`config.mk`:
```
export PLATFORM = sky130hd
export DESIGN_NAME = uart_tx_ctrl
export DESIGN_NICKNAME = d
export VERILOG_FILES = /design/src/rtl/uart_tx_ctrl.sv
export SDC_FILE = /design/constraint.sdc
export NUM_CORES = 1
export LEC_CHECK = 0
export CORE_AREA = 2 2 39 41
export CTS_BUF_LIST = sky130_fd_sc_hd__clkbuf_8
export CTS_CLUSTER_DIAMETER = 80
export DETAILED_ROUTE_END_ITERATION = 8
export DIE_AREA = 0 0 41 43
export HOLD_SLACK_MARGIN = 0.12
export SLEW_MARGIN = 0
export SYNTH_ARGS = -nofsm -noshare
export SYNTH_HDL_FRONTEND = slang
export SYNTH_SLANG_ARGS = --single-unit
```
`constraint.sdc`:
```
create_clock -name CLK -period 1.3 [get_ports CLK]
set_input_delay 0.26 -clock CLK [delete_from_list [all_inputs] [get_ports CLK]]
set_output_delay 0.26 -clock CLK [all_outputs]
set_load 0.01 [all_outputs]
```
`src/rtl/uart_tx_ctrl.sv`:
```
// uart_tx_ctrl: UART frame sequencer that drives an external serializer and a registered TX line.
// Define UART_TX_TWO_STOP_EN to send two stop bits per frame.
module uart_tx_ctrl #(
    parameter int DATA_WIDTH = 8
) (
    input  logic                  CLK,
    input  logic                  RST,
    input  logic [DATA_WIDTH-1:0] P_DATA,
    input  logic                  Data_Valid,
    input  logic                  PAR_EN,
    input  logic                  PAR_TYP,
    input  logic                  ser_done,
    input  logic                  ser_data,
    output logic                  ser_en,
    output logic                  TX_OUT,
    output logic                  Busy
);
`ifdef UART_TX_TWO_STOP_EN
    typedef enum logic [2:0] {IDLE, START, DATA, PARITY, STOP, STOP2} state_t;
`else
    typedef enum logic [2:0] {IDLE, START, DATA, PARITY, STOP} state_t;
`endif
    state_t state, next;
    logic par_reg, par_en_r, line, accept;
    // A word is taken from IDLE or from the final stop bit, giving gapless back-to-back frames
`ifdef UART_TX_TWO_STOP_EN
    assign accept = Data_Valid && (state == IDLE || state == STOP2);
`else
    assign accept = Data_Valid && (state == IDLE || state == STOP);
`endif
    always_ff @(posedge CLK) begin
        if (!RST)
            state <= IDLE;
        else
            state <= next;
    end
    always_comb begin
        next = state;
        case (state)
            IDLE:    next = accept ? START : IDLE;
            START:   next = DATA;
            DATA:    next = ser_done ? (par_en_r ? PARITY : STOP) : DATA;
            PARITY:  next = STOP;
`ifdef UART_TX_TWO_STOP_EN
            STOP:    next = STOP2;
            STOP2:   next = accept ? START : IDLE;
`else
            STOP:    next = accept ? START : IDLE;
`endif
            default: next = IDLE;
        endcase
    end
    always_comb begin
        ser_en = state == START || (state == DATA && !ser_done);
        line   = state == START  ? 1'b0 :
                 state == DATA   ? ser_data :
                 state == PARITY ? par_reg : 1'b1;
    end
    always_ff @(posedge CLK) begin
        if (!RST) begin
            TX_OUT   <= 1'b1;
            Busy     <= 1'b0;
            par_reg  <= 1'b0;
            par_en_r <= 1'b0;
        end else begin
            TX_OUT <= line;
            Busy   <= state != IDLE;
            if (accept) begin
                par_reg  <= ^P_DATA ^ PAR_TYP;
                par_en_r <= PAR_EN;
            end
        end
    end
endmodule

```
Word-level counts from Yosys, hierarchy flattened
Index checks and enable logic that the tools add are counted.

word-level totals
  input port bits = 15
  RAM bits = 0
  latch bits = 0
  memories = 0
  output and inout port bits = 3
  bits in read-only memories = 0
  flip-flop bits (word level) = 7

cells by class
  eq/ne operators = 4
  mux-type cells = 7
  reductions and logical operators = 9
  order comparisons = 0
  bitwise logic cells = 1
  multiply operators = 0
  shift operators = 0
  divide/modulo/power cells = 0
  add/subtract/negate cells = 0

operator list
  operator                                       count
  one-hot mux 3 bit (4 select lines)             1
  XOR reduction 8 bit                            1
  == test 3 x 2 -> 1 bit, second input constant  2
  two-way mux 3 bit                              2
  two-way mux 1 bit                              4
  == test 3 x 1 -> 1 bit, second input constant  1
  == test 3 bit, second input constant           1
  zero test 3 bit                                1
  nonzero test 3 bit                             1
  logical AND 1 bit                              2
  logical OR 1 bit                               2
  OR reduction 2 bit                             1
  zero test 1 bit                                1
  XOR 1 bit                                      1

Longest topological paths before layout
Gate-level depths: netlist of the first run.

  depth in word-level cells = 5
  gate-level depth with buffers = 4
  depth with buffers taken out = 4

Least setup slack after synthesis of the first run
OpenSTA, ideal clock, no wires.

  path type = input port to flip-flop
  from = input P_DATA[5]
  to = register par_reg
  buffers on the path = 0
  library setup time = 0.127 ns
  arrival time = 1.205 ns
  path slack = -0.032 ns
  required time = 1.173 ns
  stages on the path = 4
  cell sequence = xor2_1 xnor3_1 nand4_1 or3b_1

between the ends
  cells in the longest elaborated chain, start to end = 2

RTL lines
  element                 line  source
  start: declaration      8     input logic [DATA_WIDTH-1:0] P_DATA,
  XOR reduction 8 bit     69    par_reg <= ^P_DATA ^ PAR_TYP;
  XOR 1 bit               69
  end signal: assignment  69
  end: declaration        24    logic par_reg, par_en_r, line, accept;

No other way between the ends.
A chain may end at the register's enable or synchronous reset.

Worst setup path after layout of the first run
  from = register state[0]
  to = output ser_en

between the ends
  cells in the longest elaborated chain, start to end = 3
  elaborated cells on any way between the ends = 4
  those cells by class = eq/ne (2); reduce/logical (2)

RTL lines
  element                   line  source
  start: declaration        23    state_t state, next;
  start signal: assignment  35    state <= next;
  == test 3 x 2 -> 1 bit    54    ser_en = state == START || (state == DATA && !ser_done);
  logical AND 1 bit         54
  logical OR 1 bit (*)      54
  end: declaration          14    output logic ser_en,

Every way passes the cells marked *; elsewhere a longest branch is shown, timed or not.

==> results by stage, run 1 <==
Outcome:
- The run finished, with violations left.
- The checks that failed: negative setup slack.

Worst setup path:
- For the worst setup path, the data arrival time is 1130 ps.
- The critical path data required time is 1040 ps.
- The stage delay of the slowest cell on the critical path is 310 ps.
- The critical path is of the reg2out type.
- The kind of end point of the critical path is an output port.
- In this run the worst path has a maximum fanout of 2.
- The critical path goes through nand2b_4 > or2_4 > a21oi_2 > buf_2.
- The worst setup path is launched from a flop.
- For this design, the slowest cell found on the critical path is dfxtp_2.

STA:
- The clock arrives with 2.134 ps of skew.
- Setup repair after global routing could not meet its margin everywhere.
- Setup violations remaining at the end of the flow were counted as 2.
- The slew at the pin with the worst max-slew slack is 244.6 ps.
- Headroom to the max-slew limit came out at 83.66%.
- The slack of the critical path is -85.05 ps.
- The highest clock frequency the design can meet is 0.7220 GHz.
- The clock period minus worst slack is 1385 ps.
- Final hold analysis gives a worst-case slack of about 550 ps.
- The number of failing hold endpoints at the final stage is 0.
- The count of final max-slew check failures came to 0.
- The worst path uses 106.5% of the clock period.

Cells and area:
- Ranked by flip-flop count, first place goes to state.
- The final layout contains 88 nets.
- The share of the core filled with cells in the final layout is between 40% and 50%.
- The antenna diode count is 0.
- The post-route netlist has 29.17% of its cells at a drive strength greater than 1.
- The number of flip-flops under the largest register name is 3.
- The area growth from synthesis to layout is 80.68%.

Placement:
- During placement, the flow inserted port buffers numbering 17.
- The HPWL after detailed placement is 680.2 µm.
- The routability congestion estimate is 0.6675.

Logic synthesis:
- The portion of synthesized area spent on multiplexers is 0%.
- The number of nets in the synthesized netlist is 58.
- The simple-gate share of the synthesized area is a little under a third.
- The fraction of synthesized cell area in xor and xnor cells is 17.97%.
- The sequential fraction of the synthesis area is 37.97%.
- By area, the combinational part of the netlist is dominated by simple AND/OR/NAND/NOR gates.
- The largest total area in the synthesized netlist belongs to dfxtp_1.
- The portion of synthesized cell area occupied by the leading cell type is 37.97%.
- The number of warning messages in the yosys log is 0.
- By area the synthesized netlist is led by dfxtp_1, xnor2_1, nand2_1.
- Dividing the synthesized area by the synthesized cell count gives 8.584 µm².
- The adder and majority cell fraction of the synthesized area is 0%.
- The cell area that synthesis handed to floorplanning was between 300 and 400 µm².
- After synthesis the netlist holds a flip-flop and latch count of 7.
- The compound-gate portion of the synthesized area is between 10% and 20%.
- Counting every instance in the synthesized netlist gives 43.
- Yosys mapped the design onto 19 distinct sky130hd cell types.

Die:
- For this configuration, the core starts out at a cell density of between 20% and 30%.
- In this run the standard cell core region covers 1384 µm².
- The full die area is about 1800 µm².
- The row count is 14.
- The floorplan step set the die width to 41 µm.
- Measured along the y axis, the die boundary spans 43 µm.
- The number of top-level design ports is 18.

Global route:
- The initial antenna violation count came to 0.
- Global routing used 12.16% of the available tracks.
- The total overflow left after global routing is 0.
- Entering global routing, the biggest net connects 7 pins.
- The via count of the first global-routing pass came to ~400.
- The first global-routing pass estimated 1449 µm of wire.

Clocking:
- The hold buffer count at cts is 0.
- Clock-pin slew was measured on the worst setup and hold paths at 40 ps.
- The total clock sinks is 7.
- The number of clock buffers inserted by TritonCTS is 3.
- The clock root buffer is clkbuf_8.
- The clock passes through at most 2 buffers.
- At the later pin of the worst-skew pair, clock insertion delay measures 220 ps.
- TritonCTS built the clock tree.
- The level count of the clock H-tree is 1.

Pwr:
- The highest ir drop seen on vdd is 0.3683 mV.
- The switching power of the nets is 166.1 µW.
- The clock share of power is 41.8%.
- The share of total power dissipated in combinational logic is 24.5%.
- Net switching is 23.27% of the power.
- Registers are responsible for 33.7% of the overall power.
- The analysis attributes to cell leakage a power of between 0.0003 and 0.0004 µW.
- The internal power contribution is ~550 µW.
- The total power divided by cell area is 1070 nW/µm².

Routing:
- Before antenna repair, the detailed router went through 4 iterations.
- In the routed layout, each cell is associated on average with a via count of between 4 and 5.
- The routed length per placed instance is 9.784 µm.
- In this run, the number of DRC markers left after iteration 0 of detailed routing was 4.
- The number of remaining DRC errors is 0.
- The total wire length after detailed routing is 861 µm.
- The detail route stage leaves a number of antenna-violating nets equal to 0.
- The vias after detailed routing is 393.

Min path:
- The worst hold path belongs to the class reg2reg.

Job:
- Across the run, the number of max-cap violations was 0.
-- power by group through the flow --
| stage | Sequential [µW] | Combinational [µW] | Clock, µW |
|---|---|---|---|
| 2_1_floorplan | 248 | 74.6 | 0 |
| 3_3_place_gp | 242 | 170 | 0 |
| 3_5_place_dp | 242 | 172 | 0 |
| 4_1_cts | 241 | 176 | 303 |
| 5_1_grt | 242 | 194 | 325 |
| 6_report | 241 | 175 | 298 |
-- per-layer routing --
layer / up-vias / share of wire (%) / global-route usage (%)
met1: 178 / 44 / 13.23
met4: 0 / 0 / 6.000
li1: 203 / - / -
met3: 0 / 5.8 / 3.141
met5: - / 0 / 0
met2: 12 / 51 / 20.31
-- layout by cell type, fill, tap and decap left out, drive strengths merged --
master	instances
a21oi	3
and2	1
buf	11
clkbuf	3
clkdlybuf4s15	2
clkdlybuf4s50	5
dfxtp	7
dlygate4sd2	7
inv	3
nand2	7
nand2b	1
nand4	1
nor2	2
nor2b	3
nor3	2
nor3b	2
o211a	1
o21ai	2
o31a	1
or2	1
or3b	1
xnor2	4
xnor3	1
xor2	1
-- worst paths after layout --
check / start / endpoint / slack [ps] / depth (start not counted)
min: state[0] / state[0] / 550 / 2
max: state[0] / ser_en / -90 / 4
min reg2reg: state[0] / state[0] / 550 / 2
max reg2reg: state[1] / par_reg / 30 / 6
-- area by class of cell --
cell class	instances	area (µm²)
clock buffer	3	41.29
timing repair buffer	25	206.4
tap	16	20.02
clock inverter	1	3.754
inverter	2	7.507
fill	139	716.9
sequential	7	142.6
multi-input combinational	34	245.2
-- Yosys cell counts, drive strengths merged --
cell type,count
nor2b,3
a21oi,3
nor2,2
o21ai,2
nand2,7
xor2,1
or2,1
o31a,1
nand4,1
or3b,1
nor3b,2
o211a,1
xnor3,1
inv,2
xnor2,4
nor3,2
dfxtp,7
and2,1
nand2b,1
-- through the flow --
| step | instances | setup WS, ps | setup TNS [ps] | instance area (µm²) | total power, µW |
|---|---|---|---|---|---|
| floorplan | 43 | -0.9213 | -0.9213 | 376.6 | 322.1 |
| global placement | 83 | -627.5 | -1359 | 619.3 | 412.2 |
| detailed placement | 83 | -634.7 | -1402 | 619.3 | 414.6 |
| CTS | 88 | -79.49 | -102.9 | 664.4 | 719.8 |
| global route | 88 | -155.8 | -312.4 | 666.9 | 761.3 |
| finish | 88 | -85.05 | -105.5 | 666.9 | 713.6 |
-- critical path, delay by kind of cell (launching register included) --
family | cells | cell delay [ps]
simple gates | 2 | 350
flops | 1 | 310
compound gates | 1 | 100
buf+inv | 1 | 130
-- logic make-up (layout without fill, tap and decap cells) --
logic type / count (synthesis) / after routing
XOR/XNOR: 6 / 6
AO/OA/AOI/OAI: 7 / 7
buffers and inverters: 2 / 31
AND/OR/NAND/NOR: 21 / 21
flip-flops: 7 / 7
-- what timing repair did --
item | 4_1_cts | 5_1_grt
resized for setup | 27 | 1
setup buffers | 1 | 0
endpoints found under the setup margin | 4 | 3
pin swaps | 9 | 0
No activity file was read; power rests on OpenSTA's default activity.
==> inputs of run 2 (changes only) <==
Settings changed: CAP_MARGIN set to 5, CTS_CLUSTER_DIAMETER 80 to unset.
==> results of run 2 <==
No change in the layout: final DEF, timing and power equal those of run 1.
==> inputs of run 3 (changes only) <==
Settings changed: PLACE_DENSITY_LB_ADDON set to 0.2, SLEW_MARGIN 0 to unset.
==> run 3 against run 2 <==
Effect of this change: sequential share of layout area is 0.74 points lower; via count fell by 1.3%; sequential power is essentially flat; flip-flop and latch count is the same; largest power group unchanged; the flow still finishes with violations (negative setup slack); worst setup slack got worse by 9.0 ps; first-iteration DRC count down 75%.
==> results by stage, run 3 (synthesis gave the netlist of run 1 again) <==
Outcome:
- The flow ran to the end, but the final reports show violations.
- The checks that failed: negative setup slack.

Routing:
- The routed length per placed instance is 9.552 µm (-2.4%).
- The detailed-router iteration count before antenna repair was 4 (unchanged).
- The total wire length after detailed routing is 831 µm (-3.5%).
- The number of remaining DRC errors is 0 (unchanged).
- The count of nets left with antenna violations after detail routing is 0 (unchanged).
- The vias after detailed routing is 388 (-1.3%).
- The number of vias per cell is 4.460 (-0.14%).
- The initial detailed-routing violation count is 1 (-3).

Cells and area:
- The number of flip-flops under the largest register name was 3 (unchanged).
- The filler cell count was 138 (-0.72%).
- The largest register by flop count is state.
- The layout cell share with drive strength beyond 1 is 35.21% (+6.0 points).
- Compared with the post-synthesis result, the final layout area differs by 87.12%.
- The final net count came to 87 (-1.1%).
- The antenna diode count was 0 (unchanged).
- The footprint of the multi-input gates was 265.3 µm² (+8.2%).
- In the layout the commonest cells are nand2_1, buf_4, dfxtp_1, dlygate4sd2_1, clkdlybuf4s50_1.
- The footprint of the flip-flops and latches is 142.6 µm² (unchanged).

Min path:
- The min-delay analysis places its worst path in the category in2reg.

Clocking:
- The insertion delay of the later-clocked pin in the worst-skew pair is 230 ps (about the same).
- The maximum buffer depth of the clock tree is 2 (unchanged).
- The number of clock buffers inserted by TritonCTS is 3 (unchanged).
- The clock root buffer is clkbuf_8.
- The level count of the clock H-tree was 1 (unchanged).
- The clock tree from TritonCTS is yes.
- The count of buffers added by post-CTS timing repair for setup is 0 (-1).
- The total clock sinks is 7 (unchanged).
- The CTS clock-pin slew for the worst setup and hold paths came to 40 ps (about the same).

Placement:
- The worst-case setup slack after placement is -627.9 ps (+6.798 ps).
- The HPWL reported at the end of detailed placement is 636.9 µm (-6.4%).
- The number of buffer cells added on primary ports is 17 (unchanged).
- The routability congestion estimate is 0.7606 (+14%).

Global route:
- The global routing usage on met2 is 13.75% (-6.6 points).
- The overall fraction of global-route tracks in use came to 11.92% (-0.24 points).
- The overflow left after global routing is 0 (unchanged).
- The global routing stage identified its most utilized layer as met1.
- The wire length of the first global-routing pass is 1373 µm (-5.2%).
- The pin count of the biggest net entering global routing is 7 (unchanged).
- The initial antenna violation count was 0 (unchanged).
- The fraction of met3 tracks used by global routing came to 3.141% (unchanged).
- The met1 layer usage reported by global route is 16.39% (+3.2 points).
- The via count of the first global-routing pass is 336 (-14%).

STA:
- The share of the clock period used by the worst path was 107.2% (+0.69 points).
- The highest clock frequency the design can meet came to 0.7174 GHz (-0.64%).
- The count of final max-slew check failures is 0 (unchanged).
- The total setup violations reported at the end of the flow is 1 (-1).
- The final total negative setup slack came to -94.02 ps (+11.51 ps).
- Setup repair after global routing could not meet its margin everywhere.
- The clock skew is 1.722 ps (-0.4123 ps).
- The slew at the pin with the worst max-slew slack was 202.4 ps (-42.19 ps).
- The number of failing hold endpoints at the final stage came to 0 (unchanged).
- The clock period minus worst slack came to 1394 ps (+8.973 ps).
- The slack of the critical path is -94.02 ps (-8.973 ps).
- The worst slew margin relative to its limit is 86.48% (+2.8 points).

Pwr:
- The clock share of power was 41.8% (about the same).
- The internal power contribution is 543.9 µW (-0.67%).
- The highest ir drop seen on vdd came to 0.6021 mV (+63%).
- The switching power of the nets is 164.2 µW (-1.2%).
- The relative contribution of combinational cells to total power is 24.2% (-0.3 points).
- The sequential share of power was 34.1% (+0.4 points).
- The leakage power is 0.0003238 µW (+5.7%).
- The total chip power was 708.0 µW (-0.78%).
- The fraction of power spent switching nets is 23.19% (-0.088 points).
- The total power divided by cell area is 1025 nW/µm² (-4.2%).

Die:
- The placeable core region is 1384 µm² (unchanged).
- The number of top-level design ports is 18 (unchanged).
- The height of the die is 43 µm (unchanged).
- The row count is 14 (unchanged).
- The chip width is 41 µm (unchanged).
- The initial standard-cell utilization of the core is 26.67% (unchanged).
- The full die area is 1763 µm² (unchanged).

Worst setup path:
- By startpoint and endpoint, the worst setup path is classified as reg2out.
- The worst endpoint data arrival time is 1130 ps (about the same).
- The worst setup path is launched from a flop.
- The critical path data required time is 1040 ps (about the same).
- The kind of end point of the critical path is an output port.
- The worst-path maximum fanout is 3 (+1).

Job:
- The number of max-cap violations is 0 (unchanged).
## run 3: cell count changes in the layout (fill, tap and decap cells not counted), moves of 2 or more
cell,delta
buf_6,+3
buf_2,-2
buf_4,-2
clkbuf_2,+2
dlygate4sd2_1,-2
## run 3: path summary, 6_finish.rpt
kind / slack (ps) / startpoint / cells past startpoint / endpoint
setup / recovery: -90 / state[0] / 4 / ser_en
hold / removal: 400 / Data_Valid / 3 / state[0]
setup reg to reg: 70 / state[1] / 6 / par_reg
hold reg to reg: 560 / state[1] / 3 / TX_OUT
## run 3: final cells by class
cell class	instances	share of cell area, %
multi-input cells	34	38.41
repair buffers	24	30.43
well taps	16	2.899
flip-flops and latches	7	20.65
clock inverters	1	0.5435
clock buffers	3	5.978
inverters	2	1.087
## run 3: worst max-delay path, stage by stage (launching register included)
cell and delay, ps:
dfxtp_2 310, nand2b_4 140, or2_4 220, a21oi_2 100, buf_2 130
## run 3: power groups by stage
stage | clock network (µW) | registers [µW] | logic (µW)
6_report | 296 | 241 | 171
5_1_grt | 321 | 243 | 189
4_1_cts | 307 | 241 | 165
3_5_place_dp | 0 | 242 | 171
3_3_place_gp | 0 | 242 | 172
2_1_floorplan | 0 | 248 | 74.6
## run 3: what timing repair did
| action | CTS | global route |
|---|---|---|
| pin swaps | 8 | 4 |
| setup endpoints to repair | 4 | 3 |
| hold buffers | 0 | 0 |
| resized for setup | 26 | 12 |
| gates cloned | 0 | 0 |
## run 3: layer usage
| layer | routed length (µm) | up-vias |
|---|---|---|
| li1 | - | 201 |
| met1 | 371 | 174 |
| met2 | 405 | 9 |
| met4 | 25 | 0 |
| met5 | 0 | - |
| met3 | 28 | 4 |
## run 3: metrics by stage
stage / instances / hold WS (ps) / instance area (µm²) / utilization (%)
2_1_floorplan: 43 / 387.9 / 376.6 / -
3_3_place_gp: 83 / 559.1 / 619.3 / 44.76
3_5_place_dp: 83 / 556.6 / 619.3 / 44.76
4_1_cts: 87 / 548.5 / 663.1 / 47.92
5_1_grt: 87 / 452.7 / 690.7 / 49.91
6_report: 87 / 395.7 / 690.7 / 49.91
